File: src/rtl/dmem_bus_ctrl_if.sv
`default_nettype none
// ============================================================================
// Module      : dmem_bus_ctrl_if
// Description : Core-side request/response signals and external data-bus
//               signals of the data-memory bus controller, bundled together.
//               master = controller view, slave = core + bus device view.
// Revision    : 1.0 - initial release
// ============================================================================
interface dmem_bus_ctrl_if;
  // Core (MEM stage) side
  logic        core_req;
  logic        core_we;
  logic [31:0] core_addr;
  logic [31:0] core_wdata;
  logic [1:0]  core_size;
  logic [31:0] core_rdata;
  logic        core_stall;
  logic        core_err;
  // External data bus side
  logic [31:0] DAD;
  logic [31:0] DDT_out;
  logic        DDT_oe;
  logic [31:0] DDT_in;
  logic        MREQ;
  logic        WRITE;
  logic [1:0]  SIZE;
  logic        ACKD_n;

  modport master (
    input  core_req, core_we, core_addr, core_wdata, core_size,
    input  DDT_in, ACKD_n,
    output core_rdata, core_stall, core_err,
    output DAD, DDT_out, DDT_oe, MREQ, WRITE, SIZE
  );

  modport slave (
    output core_req, core_we, core_addr, core_wdata, core_size,
    output DDT_in, ACKD_n,
    input  core_rdata, core_stall, core_err,
    input  DAD, DDT_out, DDT_oe, MREQ, WRITE, SIZE
  );
endinterface
`default_nettype wire

File: src/rtl/dmem_bus_ctrl.sv
`default_nettype none
// ============================================================================
// Module      : dmem_bus_ctrl
// Description : Data-memory bus controller. Turns one MEM-stage load/store
//               into one handshaked bus cycle, stalls the pipeline until the
//               bus acknowledges, and flags misaligned requests and timeouts.
// Revision    : 1.0 - initial release
// ============================================================================
module dmem_bus_ctrl #(
  parameter int TIMEOUT = 255,
  parameter int CNT_W   = 16
) (
  input  logic             clk,
  input  logic             rst,
  dmem_bus_ctrl_if.master  bus
);

  typedef enum logic [1:0] {
    IDLE = 2'd0,
    REQ  = 2'd1,
    DONE = 2'd2,
    ERR  = 2'd3
  } state_t;

  localparam logic [CNT_W-1:0] C_LAST = CNT_W'(TIMEOUT - 1);
  localparam logic [CNT_W-1:0] C_MAX  = {CNT_W{1'b1}};

  state_t           r_state;
  state_t           w_next;
  logic [CNT_W-1:0] r_cnt;
  logic [CNT_W-1:0] w_cnt_next;
  logic [31:0]      r_addr;
  logic [31:0]      r_wdata;
  logic [1:0]       r_size;
  logic             r_we;
  logic [31:0]      r_rdata;
  logic             w_illegal;
  logic             w_latch;
  logic             w_capture;
  logic [31:0]      w_lanes;

  // Alignment/size legality of the request currently presented by the core
  always_comb begin
    w_illegal = 1'b0;
    case (bus.core_size)
      2'b00:   w_illegal = 1'b0;
      2'b01:   w_illegal = bus.core_addr[0];
      2'b10:   w_illegal = (bus.core_addr[1:0] != 2'b00);
      default: w_illegal = 1'b1;
    endcase
  end

  // Store data replicated across byte lanes so any lane select sees the data
  always_comb begin
    w_lanes = r_wdata;
    case (r_size)
      2'b00:   w_lanes = {4{r_wdata[7:0]}};
      2'b01:   w_lanes = {2{r_wdata[15:0]}};
      default: w_lanes = r_wdata;
    endcase
  end

  // Next-state, wait counter and latch/capture strobes
  always_comb begin
    w_next     = r_state;
    w_cnt_next = r_cnt;
    w_latch    = 1'b0;
    w_capture  = 1'b0;
    case (r_state)
      IDLE: begin
        if (bus.core_req) begin
          if (w_illegal) begin
            w_next = ERR;
          end else begin
            w_next     = REQ;
            w_latch    = 1'b1;
            w_cnt_next = '0;
          end
        end
      end
      REQ: begin
        if (!bus.ACKD_n) begin
          // Acknowledge wins over a timeout expiring on the same edge
          w_next     = DONE;
          w_capture  = !r_we;
          w_cnt_next = '0;
        end else if (r_cnt == C_LAST) begin
          w_next     = ERR;
          w_cnt_next = '0;
        end else if (r_cnt != C_MAX) begin
          w_cnt_next = r_cnt + CNT_W'(1);
        end
      end
      DONE:    w_next = IDLE;
      ERR:     w_next = IDLE;
      default: w_next = IDLE;
    endcase
  end

  // State, counter, request latch and read-data capture registers
  always_ff @(posedge clk) begin
    if (!rst) begin
      r_state <= IDLE;
      r_cnt   <= '0;
      r_addr  <= '0;
      r_wdata <= '0;
      r_size  <= '0;
      r_we    <= 1'b0;
      r_rdata <= '0;
    end else begin
      r_state <= w_next;
      r_cnt   <= w_cnt_next;
      if (w_latch) begin
        r_addr  <= bus.core_addr;
        r_wdata <= bus.core_wdata;
        r_size  <= bus.core_size;
        r_we    <= bus.core_we;
      end
      if (w_capture) begin
        r_rdata <= bus.DDT_in;
      end
    end
  end

  // Output decode; bus signals only come from latched registers during REQ
  always_comb begin
    bus.core_stall = 1'b0;
    bus.core_err   = 1'b0;
    bus.core_rdata = r_rdata;
    bus.MREQ       = 1'b0;
    bus.DAD        = '0;
    bus.WRITE      = 1'b0;
    bus.SIZE       = 2'b00;
    bus.DDT_oe     = 1'b0;
    bus.DDT_out    = '0;
    case (r_state)
      IDLE: bus.core_stall = bus.core_req;
      REQ: begin
        bus.core_stall = 1'b1;
        bus.MREQ       = 1'b1;
        bus.DAD        = r_addr;
        bus.WRITE      = r_we;
        bus.SIZE       = r_size;
        bus.DDT_oe     = r_we;
        bus.DDT_out    = r_we ? w_lanes : 32'h0;
      end
      ERR: begin
        bus.core_err   = 1'b1;
        bus.core_rdata = '0;
      end
      default: bus.core_stall = 1'b0;
    endcase
  end

endmodule
`default_nettype wire

File: src/flat_wrapper.sv
// flat-port wrapper written by rule: the top's interface ports become plain ports
module dmem_bus_ctrl_flat 
#(
  parameter int TIMEOUT = 255,
  parameter int CNT_W   = 16
)
  (clk, rst, bus_core_req, bus_core_we, bus_core_addr, bus_core_wdata, bus_core_size, bus_DDT_in, bus_ACKD_n, bus_core_rdata, bus_core_stall, bus_core_err, bus_DAD, bus_DDT_out, bus_DDT_oe, bus_MREQ, bus_WRITE, bus_SIZE);
  dmem_bus_ctrl_if bus_i ();
  input  logic clk;
  input  logic rst;
  input wire logic [$bits(bus_i.core_req)-1:0] bus_core_req;
  input wire logic [$bits(bus_i.core_we)-1:0] bus_core_we;
  input wire logic [$bits(bus_i.core_addr)-1:0] bus_core_addr;
  input wire logic [$bits(bus_i.core_wdata)-1:0] bus_core_wdata;
  input wire logic [$bits(bus_i.core_size)-1:0] bus_core_size;
  input wire logic [$bits(bus_i.DDT_in)-1:0] bus_DDT_in;
  input wire logic [$bits(bus_i.ACKD_n)-1:0] bus_ACKD_n;
  output wire logic [$bits(bus_i.core_rdata)-1:0] bus_core_rdata;
  output wire logic [$bits(bus_i.core_stall)-1:0] bus_core_stall;
  output wire logic [$bits(bus_i.core_err)-1:0] bus_core_err;
  output wire logic [$bits(bus_i.DAD)-1:0] bus_DAD;
  output wire logic [$bits(bus_i.DDT_out)-1:0] bus_DDT_out;
  output wire logic [$bits(bus_i.DDT_oe)-1:0] bus_DDT_oe;
  output wire logic [$bits(bus_i.MREQ)-1:0] bus_MREQ;
  output wire logic [$bits(bus_i.WRITE)-1:0] bus_WRITE;
  output wire logic [$bits(bus_i.SIZE)-1:0] bus_SIZE;
  assign bus_i.core_req = bus_core_req;
  assign bus_i.core_we = bus_core_we;
  assign bus_i.core_addr = bus_core_addr;
  assign bus_i.core_wdata = bus_core_wdata;
  assign bus_i.core_size = bus_core_size;
  assign bus_i.DDT_in = bus_DDT_in;
  assign bus_i.ACKD_n = bus_ACKD_n;
  assign bus_core_rdata = bus_i.core_rdata;
  assign bus_core_stall = bus_i.core_stall;
  assign bus_core_err = bus_i.core_err;
  assign bus_DAD = bus_i.DAD;
  assign bus_DDT_out = bus_i.DDT_out;
  assign bus_DDT_oe = bus_i.DDT_oe;
  assign bus_MREQ = bus_i.MREQ;
  assign bus_WRITE = bus_i.WRITE;
  assign bus_SIZE = bus_i.SIZE;
  dmem_bus_ctrl #(.TIMEOUT(TIMEOUT), .CNT_W(CNT_W)) u_core (.clk(clk), .rst(rst), .bus(bus_i));
endmodule
File: config.mk
export PLATFORM = sky130hd
export DESIGN_NAME = dmem_bus_ctrl_flat
export DESIGN_NICKNAME = d
export VERILOG_FILES = /design/src/rtl/dmem_bus_ctrl_if.sv /design/src/rtl/dmem_bus_ctrl.sv /design/src/flat_wrapper.sv
export SDC_FILE = /design/constraint.sdc
export NUM_CORES = 1
export LEC_CHECK = 0
export CAP_MARGIN = 15
export CELL_PAD_IN_SITES_DETAIL_PLACEMENT = 2
export CELL_PAD_IN_SITES_GLOBAL_PLACEMENT = 2
export CORE_MARGIN = 3
export CORE_UTILIZATION = 36
export DETAILED_ROUTE_END_ITERATION = 10
export DONT_BUFFER_PORTS = 1
export GPL_ROUTABILITY_DRIVEN = 1
export GPL_TIMING_DRIVEN = 0
export PLACE_DENSITY = 0.86
export SYNTH_ARGS = -nofsm -noshare
export SYNTH_HDL_FRONTEND = slang
export SYNTH_SLANG_ARGS = --single-unit
File: constraint.sdc
create_clock -name clk -period 6.07 [get_ports clk]
set_input_delay 0.607 -clock clk [delete_from_list [all_inputs] [get_ports clk]]
set_output_delay 0.607 -clock clk [all_outputs]
set_load 0.02 [all_outputs]
==> Word-level counts from Yosys, hierarchy flattened <==
Cells that the tools add are included.
{ "word_totals": {"output_inout_bits": 103, "reg_bits": 117, "elab_cells": 56, "input_bits": 103} }
{ "op_classes": {"mux": 27, "n_eq_ne": 12, "add_sub_neg": 1, "reduce_logical": 9} }
{ "ops": {"columns": ["op", "count"], "rows": [
  ["32-bit 2-to-1 mux", 4],
  ["16-bit 2-to-1 mux", 5],
  ["32-bit one-hot mux with 2 select lines", 1],
  ["16-bit one-hot mux with 2 select lines", 1],
  ["16-bit by 1-bit adder with 16-bit output (second input constant)", 1],
  ["16-bit by 8-bit == test with 1-bit output (second input constant)", 1],
  ["16-bit inequality test (second input constant)", 1],
  ["2-bit 2-to-1 mux", 5],
  ["1-bit 2-to-1 mux", 8],
  ["2-bit by 1-bit == test with 1-bit output (second input constant)", 3],
  ["2-bit == test (second input constant)", 3],
  ["2-bit zero test", 3],
  ["2-bit one-hot mux with 3 select lines", 1],
  ["2-bit inequality test (second input constant)", 2],
  ["4-bit by 2-bit inequality test with 1-bit output (second input constant)", 1],
  ["4-bit AND reduction", 1],
  ["2-bit nonzero test", 2],
  ["3-bit by 2-bit inequality test with 1-bit output (second input constant)", 1],
  ["1-bit one-hot mux with 3 select lines", 1],
  ["1-bit one-hot mux with 2 select lines", 1],
  ["2-bit AND reduction", 1],
  ["2-bit OR reduction", 1],
  ["1-bit zero test", 1]
]} }

==> Longest topological paths before layout <==
{ "depth": {"word_depth": 5, "mapped_depth": 8, "mapped_depth_nobuf": 7} }

==> Least setup slack after synthesis <==
OpenSTA, ideal clock, no wires.
{ "synth_path": {"path_type": "reg-to-output", "startpoint": "reg u_core.r_state[0]", "endpoint": "out bus_DDT_out[13]", "stages_incl_launch_ff": 6, "path_buffers": 2, "required_ns": 5.463, "setup_slack_ns": 3.886, "arrival_time_ns": 1.577, "path_cell_list": "dfxtp_1 nor2b_1 clkbuf_1 nand2_1 clkbuf_1 a21oi_1"} }
{ "synth_via": {"elab_chain_len": 2} }
{ "synth_lines": {"columns": ["element", "line", "text"], "rows": [
  ["start: declaration", "dmem_bus_ctrl.sv:28", "state_t r_state;"],
  ["start signal: assignment", "dmem_bus_ctrl.sv:111", "r_state <= w_next;"],
  ["2-bit by 1-bit == test with 1-bit output", "dmem_bus_ctrl.sv:136", "case (r_state)"],
  ["32-bit 2-to-1 mux", "dmem_bus_ctrl.sv:136", null],
  ["end: declaration", "flat_wrapper.sv:22", "output wire logic [$bits(bus_i.DDT_out)-1:0] bus_DDT_out;"]
]} }
No other way between the ends.

==> Final worst setup path <==
{ "layout_path": {"startpoint": "reg u_core.r_state[0]", "endpoint": "out bus_DDT_out[14]"} }
Same word-level chain as after synthesis.

==> summary.md <==
| Metric | Value |
|---|---|
| Clock tree from TritonCTS | done |
| Sw Ratio | 26.79% |
| Max-capacitance violation count | 0 |
| Floorplan die width | 128.2 um |
| # setup viols final | 0 |
| ANT cells | 0 |
| Number of sinks on the clock net | 117 |
| Setup Fix Bufs, Post-CTS | 0 |
| Critical path required time | 5.46 ns |
| Fraction of power consumed by combinational cells | 9.3% |
| Switching Power | 526.1 uW |
| GR Util All Layers | 25.56% |
| First-pass GRT wire length | 32,570 um |
| Maximum fanout along the worst path | 10 |
| Number of violations reported at the end of detailed-routing iteration 0 | 199 |
| Setup Crit Path Kind | reg2out |
| Crit path DAT | 2.86 ns |
| Launch point of the worst path | u_core.r_state[0]$_SDFFE_PN0P_ |
| Gates resized, CTS repair | 0 |
| Number of cell rows | 44 |
| Aggregate negative setup slack | 0 ns |
| Worst supply voltage drop on vdd | 0.0002230 V |
| Root buffer selected by CTS | sky130_fd_sc_hd__clkbuf_16 |
| Total of buffers placed on input and output ports | 0 |
| Chip height | 128.2 um |
| EDFF count, synth | 0 |
| Initial cell density of the core | 36.83% |
| Non-Filler Cell Area, Final | 0.006158 mm^2 |
| First-pass iteration count of the detailed router | 4 |
| Commonest cells after routing, fill and taps aside | sky130_fd_sc_hd__nand2_1 (217), sky130_fd_sc_hd__a21oi_1 (119), sky130_fd_sc_hd__dfxtp_1 (117) |
| Detailed Place HPWL | 14,800 um |
| Achievable frequency | 0.2887 GHz |
| Critical register-to-register path endpoint | u_core.r_cnt[7]$_SDFFE_PN0P_ |
| Most common library cell in the layout ignoring fill and taps | sky130_fd_sc_hd__nand2_1 |
| Endpoint of the worst setup timing path | bus_DDT_out[14] |
| Layout area overhead | 14.63% |
| Actual transition at the worst max-transition pin | 0.9543 ns |
| Boundary pin count | 206 |
| Post-Syn Instances | 726 |
| Total routed wirelength | 20,980 um |
| Worst clock skew | 0.006137 ns |
| Final RePlAce weighted congestion | 0.8575 |
| Part of the Yosys area used for sequential elements | 43.60% |
| Number of routed nets with antenna violations | 0 |
| Worst r2r src | u_core.r_cnt[1]$_SDFFE_PN0P_ |
| Synthesized net count | 831 |
| Number of global-route vias before repair | 5,826 |
| Total Nets Final | 850 |
| Final-report hold violation count | 0 |
| Worst-path clk slew | 0.06 ns |
| Share of layout cells above drive strength 1 | 5.013% |
| Final period demand of the worst path | 3.464 ns |
| Leakage dissipation | 2.074 nW |
| Number of antenna violations at the first check in global routing | 0 |
| Met3 usage | 7.833% |
| Congestion Overflow GR | 0 |
| Power density relative to cell area | 318.9 mW/mm^2 |
| Detailed-route DRC error count | 0 |
| Unique masters post-synth | 46 |
| Post-CTS Hold Fix Bufs | 0 |
| Count of yosys warnings during synthesis | 0 |
| Clock Latency Late Sink | 0.42 ns |
| Critical path launch point type | flop |
| Internal | 1.438 mW |
| Core area | 0.01459 mm^2 |
| Total number of vias | 5,298 |
| Type of the worst min-delay path | in2reg |
| Setup repair after global routing missed its margin | no |
| Run status | completed |
| Cell area after synthesis | 0.005373 mm^2 |
| Area after DPL | 0.005603 mm^2 |
| Wire length per cell | 22.27 um |
| Most frequently used flop master after synthesis | sky130_fd_sc_hd__dfxtp_1 |
| Kind of end point of the critical path | output pin |
| Die Outline Area | 0.01643 mm^2 |
| Met2 Track Usage GR | 45.29% |
| Post-Synthesis Mean Instance Area | 7.400 um^2 |
| Post-DR vias/cell | 5.624 |
| Max transition margin | 35.79% |
| Share of async-settable or async-resettable flops after synthesis | 0% |
| Post-synthesis sequential element count | 117 |
| Max Transition Viols Final | 0 |
| Number of buffers added by the clock tree synthesis step | 17 |
| R2r setup slk | 3.43 ns |
| Met1 routing resource usage after global routing | 28.52% |
| Most Used Layer, Global Route | met2 |
| Number of H-tree levels | 4 |
| Final worst path period share | 57.06% |
| Logic depth of the worst register-to-register path | 6 |
| Number of buffers on the longest clock path | 2 |
| Maximum number of pins on one net before global-route repair | 17 |
| Fraction of power consumed by the clock network | 48.8% |
| Sequential share of power | 41.9% |
power by group through the flow:
stage,registers [mW],clock network [mW],logic [mW]
3_5_place_dp,0.837,0,0.179
5_1_grt,0.826,1.01,0.204
6_report,0.823,0.959,0.183
4_1_cts,0.822,0.973,0.185
3_3_place_gp,0.834,0,0.169
2_1_floorplan,0.828,0,0.130
kinds of logic after synthesis:
| group | count (synthesis) | share of synthesized area, % |
|---|---|---|
| AND/OR/NAND/NOR | 370 | 31.51 |
| adder cells (fa/ha/maj) | 2 | 0.4657 |
| flip-flops | 117 | 43.60 |
| AO/OA/AOI/OAI | 161 | 17.19 |
| buffers and inverters | 60 | 4.262 |
| multiplexers | 16 | 2.981 |
worst min-delay path by stage:
stage / slack (ns) / depth (start not counted) / endpoint / from
after floorplan: 0.43 / 2 / u_core.r_addr[0]$_SDFFE_PN0P_ / u_core.r_addr[0]$_SDFFE_PN0P_
after global placement: 0.44 / 2 / u_core.r_rdata[31]$_SDFFE_PN0P_ / u_core.r_rdata[31]$_SDFFE_PN0P_
after detailed placement: 0.45 / 2 / u_core.r_rdata[16]$_SDFFE_PN0P_ / u_core.r_rdata[16]$_SDFFE_PN0P_
after CTS: 0.31 / 2 / u_core.r_wdata[5]$_SDFFE_PN0P_ / bus_core_wdata[5]
after global routing: 0.32 / 2 / u_core.r_wdata[4]$_SDFFE_PN0P_ / bus_core_wdata[4]
final: 0.32 / 2 / u_core.r_addr[19]$_SDFFE_PN0P_ / bus_core_addr[19]
cell usage after synthesis, types with 2 or more instances:
| library cell | instances | area, um^2 |
|---|---|---|
| sky130_fd_sc_hd__nand2_1 | 217 | 814.5 |
| sky130_fd_sc_hd__a21oi_1 | 119 | 595.6 |
| sky130_fd_sc_hd__dfxtp_1 | 117 | 2342 |
| sky130_fd_sc_hd__and2_1 | 69 | 431.7 |
| sky130_fd_sc_hd__clkbuf_1 | 50 | 187.7 |
| sky130_fd_sc_hd__nor2_1 | 35 | 131.4 |
| sky130_fd_sc_hd__mux2i_1 | 16 | 160.2 |
| sky130_fd_sc_hd__nand3_1 | 12 | 60.06 |
| sky130_fd_sc_hd__and3_1 | 9 | 56.30 |
| sky130_fd_sc_hd__o21ai_0 | 9 | 45.04 |
| sky130_fd_sc_hd__o31ai_1 | 8 | 60.06 |
| sky130_fd_sc_hd__inv_1 | 7 | 26.28 |
| sky130_fd_sc_hd__nand4_1 | 6 | 37.54 |
| sky130_fd_sc_hd__o211ai_1 | 6 | 45.04 |
| sky130_fd_sc_hd__nor4_1 | 4 | 25.02 |
| sky130_fd_sc_hd__a31oi_1 | 3 | 18.77 |
| sky130_fd_sc_hd__nand2b_1 | 3 | 18.77 |
| sky130_fd_sc_hd__nor3_1 | 3 | 15.01 |
| sky130_fd_sc_hd__or3_1 | 3 | 18.77 |
| sky130_fd_sc_hd__buf_1 | 2 | 7.510 |
| sky130_fd_sc_hd__ha_1 | 2 | 25.02 |
| sky130_fd_sc_hd__o21ai_1 | 2 | 10.01 |
metal layers:
metal,routed length (um),up-vias
li1,-,2463
met5,0,-
met4,604,0
met2,10550,192
met3,1472,39
met1,8357,2604
worst max-delay path, stage by stage (launching register included):
cell,delay (ns)
sky130_fd_sc_hd__dfxtp_1,0.41
sky130_fd_sc_hd__nor2b_1,0.27
sky130_fd_sc_hd__clkbuf_1,0.53
sky130_fd_sc_hd__nand2_1,0.35
sky130_fd_sc_hd__clkbuf_1,0.33
sky130_fd_sc_hd__a21oi_1,0.54
layout make-up:
| cell class | count | area (um^2) |
|---|---|---|
| Clock buffer | 23 | 478.0 |
| Sequential cell | 117 | 2342 |
| Buffer | 53 | 202.7 |
| Tap cell | 184 | 230.2 |
| Clock inverter | 9 | 77.57 |
| Multi-Input combinational cell | 549 | 2801 |
| Fill cell | 1703 | 8431 |
| Inverter | 7 | 26.28 |
stage by stage:
step	util, %	std cells	hold WS (ns)	power, mW	worst slack (ns)
after CTS	42.21	942	0.3069	1.980	2.640
after floorplan	-	726	0.4317	0.9583	3.886
after global placement	38.40	910	0.4374	1.003	3.205
after global routing	42.21	942	0.3180	2.042	2.469
after detailed placement	38.40	910	0.4453	1.016	3.183
final	42.21	942	0.3169	1.964	2.606
flip-flops by register name, indices dropped and copies added, names as in the netlist:
name            count
u_core.r_we         1
u_core.r_rdata     32
u_core.r_addr      32
u_core.r_size       2
u_core.r_state      2
u_core.r_wdata     32
u_core.r_cnt       16
Note: power is estimated with default switching activity, not from simulation.
